==> config.mk <==
export PLATFORM = sky130hd
export DESIGN_NAME = if_stage_hazard
export DESIGN_NICKNAME = d
export VERILOG_FILES = /design/src/rtl/if_stage_hazard_pkg.sv /design/src/rtl/if_stage_hazard_hazard_detect.sv /design/src/rtl/if_stage_hazard.sv
export SDC_FILE = /design/constraint.sdc
export NUM_CORES = 1
export LEC_CHECK = 0
export CAP_MARGIN = 40
export CORE_ASPECT_RATIO = 0.75
export CORE_MARGIN = 1
export CORE_UTILIZATION = 30
export CTS_CLUSTER_DIAMETER = 40
export CTS_CLUSTER_SIZE = 16
export DETAILED_ROUTE_END_ITERATION = 16
export PLACE_DENSITY_LB_ADDON = 0.25
export RECOVER_POWER = 50
export SYNTH_ARGS = -nofsm -noshare
export SYNTH_HDL_FRONTEND = slang
export SYNTH_SLANG_ARGS = --single-unit
==> constraint.sdc <==
create_clock -name clk -period 2.84 [get_ports clk]
set_clock_uncertainty 0.1 [all_clocks]
set_input_delay 0.568 -clock clk [delete_from_list [all_inputs] [get_ports clk]]
set_output_delay 0.568 -clock clk [all_outputs]
set_load 0.005 [all_outputs]
==> src/rtl/if_stage_hazard_pkg.sv <==
// Pipeline definitions shared by the fetch stage and its hazard unit:
// opcodes, the canonical nop and instruction field positions.
package if_stage_hazard_pkg;

    localparam logic [5:0] OP_RTYPE = 6'h00;
    localparam logic [5:0] OP_SW    = 6'h2B;
    localparam logic [5:0] OP_BEQ   = 6'h04;
    localparam logic [5:0] OP_LW    = 6'h23;

    localparam logic [31:0] NOP_INSTR = 32'h0000_0000;

    localparam int unsigned OP_MSB = 31;
    localparam int unsigned OP_LSB = 26;
    localparam int unsigned RS_MSB = 25;
    localparam int unsigned RS_LSB = 21;
    localparam int unsigned RT_MSB = 20;
    localparam int unsigned RT_LSB = 16;

    // Instructions that read rt as a source register.
    function automatic logic op_uses_rt(input logic [5:0] op);
        return (op == OP_RTYPE) || (op == OP_SW) || (op == OP_BEQ);
    endfunction

endpackage

==> src/rtl/if_stage_hazard_hazard_detect.sv <==
// Load-use hazard detection: the instruction in ID reads the register a load
// in EX is about to write.
module hazard_detect
    import if_stage_hazard_pkg::*;
(
    input  logic [OP_MSB:RT_LSB] id_instr_hi,
    input  logic                 id_valid,
    input  logic                 ex_MemRead,
    input  logic [4:0]           ex_rt,
    output logic                 load_use
);

    logic [5:0] op;
    logic [4:0] rs;
    logic [4:0] rt;

    assign op = id_instr_hi[OP_MSB:OP_LSB];
    assign rs = id_instr_hi[RS_MSB:RS_LSB];
    assign rt = id_instr_hi[RT_MSB:RT_LSB];

    // $0 is never a real dependency.
    assign load_use = id_valid && ex_MemRead && (ex_rt != 5'd0) &&
                      ((ex_rt == rs) || (op_uses_rt(op) && (ex_rt == rt)));

endmodule

==> src/rtl/if_stage_hazard.sv <==
// Fetch stage: PC register, IF/ID pipeline register, load-use stall and
// branch redirect, plus saturating stall/flush counters.
module if_stage_hazard
    import if_stage_hazard_pkg::*;
#(
    parameter logic [31:0] RESET_PC  = 32'h0000_0000,
    parameter int unsigned CNT_WIDTH = 16
) (
    input  logic                 clk,
    input  logic                 rst_n,
    output logic [31:0]          imem_addr,
    input  logic [31:0]          imem_rdata,
    input  logic                 ex_MemRead,
    input  logic [4:0]           ex_rt,
    input  logic                 mem_PCSrc,
    input  logic [31:0]          mem_branch_target,
    output logic [31:0]          id_instr,
    output logic [31:0]          id_pc_plus4,
    output logic                 id_valid,
    output logic                 bubble_id_ex,
    output logic                 flush_ex_mem,
    output logic [CNT_WIDTH-1:0] stall_count,
    output logic [CNT_WIDTH-1:0] flush_count
);

    localparam logic [CNT_WIDTH-1:0] CNT_MAX = '1;

    logic [31:0] pc_q;
    logic [31:0] pc_plus4;
    logic        load_use;

    assign imem_addr = pc_q;
    assign pc_plus4  = pc_q + 32'd4;

    hazard_detect u_hazard_detect (
        .id_instr_hi (id_instr[OP_MSB:RT_LSB]),
        .id_valid    (id_valid),
        .ex_MemRead  (ex_MemRead),
        .ex_rt       (ex_rt),
        .load_use    (load_use)
    );

    assign bubble_id_ex = load_use | mem_PCSrc;
    assign flush_ex_mem = mem_PCSrc;

    // A taken branch wins over a stall: the stalled instruction is squashed anyway.
    always_ff @(posedge clk or negedge rst_n) begin
        if (!rst_n) begin
            pc_q        <= RESET_PC;
            id_instr    <= NOP_INSTR;
            id_pc_plus4 <= 32'd0;
            id_valid    <= 1'b0;
            stall_count <= '0;
            flush_count <= '0;
        end else if (mem_PCSrc) begin
            pc_q        <= mem_branch_target;
            id_instr    <= NOP_INSTR;
            id_pc_plus4 <= 32'd0;
            id_valid    <= 1'b0;
            if (flush_count != CNT_MAX) begin
                flush_count <= flush_count + CNT_WIDTH'(1);
            end
        end else if (load_use) begin
            if (stall_count != CNT_MAX) begin
                stall_count <= stall_count + CNT_WIDTH'(1);
            end
        end else begin
            pc_q        <= pc_plus4;
            id_instr    <= imem_rdata;
            id_pc_plus4 <= pc_plus4;
            id_valid    <= 1'b1;
        end
    end

endmodule

==> results.md <==
- Endpoints failing setup: 0
- CTS H-tree depth: 4
- Int Pwr: 3.643 mW
- Power per Cell Area: 546.0 nW/um^2
- Clk sinks: 129
- Main combinational cell family by area after synthesis: simple AND/OR/NAND/NOR gates
- Max_slew headroom: -1.540%
- Num CTS Buffers: 17
- Cell Count, Final, Fillers Out: 1178
- Fin. Hold Viols: 0
- Number of diodes: 0
- Via count: 5606
- Sequential-to-total area share from yosys stat: 50.16%
- Slew Limit Fails: 59
- Worst skew pair latency: 420 ps
- CTS Buffer Depth: 2
- Static Leakage: 3.952 nW
- Most frequent cells in the layout: clkdlybuf4s50_1 (147), dfrtp_1 (129), nand2_1 (124), xor2_1 (50), dlygate4sd3_1 (48)
- DIE AREA: 22050 sq um
- Sw power: 1.457 mW
- Setup ws final: 104.7 ps
- Total track usage: 17.91%
- Slew @ Worst Pin: 1523 ps
- Number of synthesized register bits: 129
- Core area: 21070 sq um
- Xor/xnor share of the synthesized area: 12.09%
- Clock transition at path regs: 70 ps
- GPL Wtd Cong: 0.8091
- Cell Area, Synth: 6436 sq um
- Commonest non-fill, non-tap cell in the layout: clkdlybuf4s50_1
- DRC Markers: 0
- Synth Area in Compound Gates: 10.11%
- Worst hold stages: 1
- # rows: 46
- Pre-CTS WS: -569.1 ps
- Number of global-route vias before repair: 5468
- Synthesis-to-finish area growth: 45.10%
- Yosys Warn Count: 0
- Initial Util: 30.55%
- Largest net degree at the start of global routing: 83
- Crit Path Category: in2out
- Logic pwr share: 16.7%
- Max FO, Critical Path: 3
- Die Y-Extent: 128.9 um
- Post-synthesis simple-gate area fraction: 22.76%
- TritonRoute pass-1 iters: 4
- Post-DP HPWL: 13.25 mm
- CTS Root Cell: clkbuf_16
- Run status: complete, but fails checks
- Worst endpoint required time: 2170 ps
- Antenna Nets Post-Route: 0
- Sequential share of power: 42.9%
- Final min period: 2735 ps
- F_max: 0.3656 GHz
- Cell total after placement: 1145
- Syn Nets: 749
- Power share of the clock group: 40.4%
- Nets: 953
- CTS tree: done
- I/O Buffers: 203
- CP startpoint kind: input pin
- Die Span X: 171.1 um
- Worst EP arrival: 2070 ps
- R2r worst-path depth: 7
- Final period utilization: 96.31%
- Syn avg cell area: 9.563 sq um
- Worst VDD drop: 0.3293 mV
- CP endpoint kind: output port
- Cell variety after synth: 45
- Share of cells above drive strength 1: 9.775%
- Synth Area in Adders: 0.5832%
- RSZ-0062 raised after global routing: no
- Initial antenna violation count: 1
- Net Sw Frac: 28.56%
- Multiplexer share of the synthesized area: 0.6998%
- DR WL/cell: 16.23 um
- Boundary Pins: 204
- DR iter-0 viols: 355
- Synth Instances: 673
- Failing checks: max-capacitance violations, max-slew violations
- Vias per inst: 4.759
- First-pass GRT wire length: 30.44 mm
- Max Cap Viol: 1
- Hold WC Path Type: reg2reg
- Grt total ovfl: 0
- WL final: 19.12 mm
- # hold bufs at CTS: 0
## what timing repair did
action,CTS,global route
setup buffers,1,0
resized for setup,14,4
pin swaps,4,3
endpoints found under the setup margin,28,14
## sequential cells by signal (all words and copies together), names as in the netlist
register	flops
flush_count	16
id_instr	32
id_pc_plus4	32
id_valid	1
imem_addr	32
stall_count	16
## final cells by class
class                      instances  area, sq um
timing repair buffer             229         2192
multi-input combinational        495         2993
tap                              288        360.3
sequential                       129         3228
inverter                           5        18.77
clock inverter                    14        117.6
clock buffer                      18        429.2
fill                            2063        11730
## path summary, 6_finish.rpt
check,to,start,slack (ps)
setup / recovery,bubble_id_ex,ex_rt[2],100
setup reg to reg,stall_count[4],id_instr[22],320
min in group asynchronous,flush_count[4],rst_n,400
max in group asynchronous,id_pc_plus4[13],rst_n,710
hold reg to reg,flush_count[12],flush_count[12],390
hold / removal,flush_count[12],flush_count[12],390
## kinds of logic (layout without fill, tap and decap cells)
family / after synthesis / after routing
multiplexers: 4 / 4
flip-flops: 129 / 129
AND/OR/NAND/NOR: 289 / 289
buffers and inverters: 49 / 266
XOR/XNOR: 88 / 88
adder cells (fa/ha/maj): 3 / 3
AO/OA/AOI/OAI: 111 / 111
## synthesized netlist by cell type (all sizes together)
cell type  number  area share (%)
o21ai          36             2.8
or2             3            0.29
nand4          14             1.4
a21oi          40             3.1
dfrtp         129              50
ha              3            0.58
nor2           42             2.4
and3b           1            0.14
nand4b          3            0.41
or3             5            0.49
xnor2          38             5.3
inv             4            0.23
nand3b          2            0.23
nor3            8            0.62
o211ai          1            0.12
clkinv          1           0.058
nor4b           2            0.47
or4             5            0.70
buf            23             2.1
nor4bb          1            0.16
mux2            4            0.70
xor2           50             6.8
nand3          41             3.3
nand2         126             7.4
a41oi           3            0.41
and4            8             1.1
a311oi          1            0.14
and3            9            0.87
and2            2            0.19
clkbuf         21             1.2
a31oi           2            0.19
a211oi         28             3.3
nor4           17             2.6
## per-layer routing
| layer | track usage (%) | share of wire [%] | vias to the layer above |
|---|---|---|---|
| met5 | 0 | 0.068 | - |
| met4 | 4.884 | 1.1 | 2 |
| met3 | 5.075 | 5.9 | 18 |
| met2 | 25.49 | 42 | 158 |
| met1 | 26.24 | 51 | 2681 |
| li1 | - | - | 2747 |
## power groups by stage
stage          clock (mW)  sequential [mW]  combinational (mW)
2_1_floorplan           0             2.20               0.302
3_3_place_gp            0             2.22               0.883
3_5_place_dp            0             2.22               0.888
4_1_cts              2.12             2.19               0.893
5_1_grt              2.22             2.21               0.947
6_report             2.06             2.19               0.853
## worst max-delay path, stage by stage
cell,delay (ps)
clkdlybuf4s15_1,200
buf_4,150
xnor2_1,140
nand3_1,90
or4_4,540
and2_4,200
nand2_2,60
buf_2,110
## per-stage QoR
step	hold slack [ps]	total power, mW	TNS, ps	area [sq um]	utilization [%]
after floorplan	172.4	2.501	0	6436	-
after global placement	384.6	3.101	-33890	8817	41.86
after detailed placement	395.8	3.107	-38830	8817	41.86
after CTS	30.96	5.200	0	9379	44.52
after global routing	421.9	5.375	0	9339	44.33
final	389.8	5.099	0	9339	44.33
(Power assumes the default switching activity.)
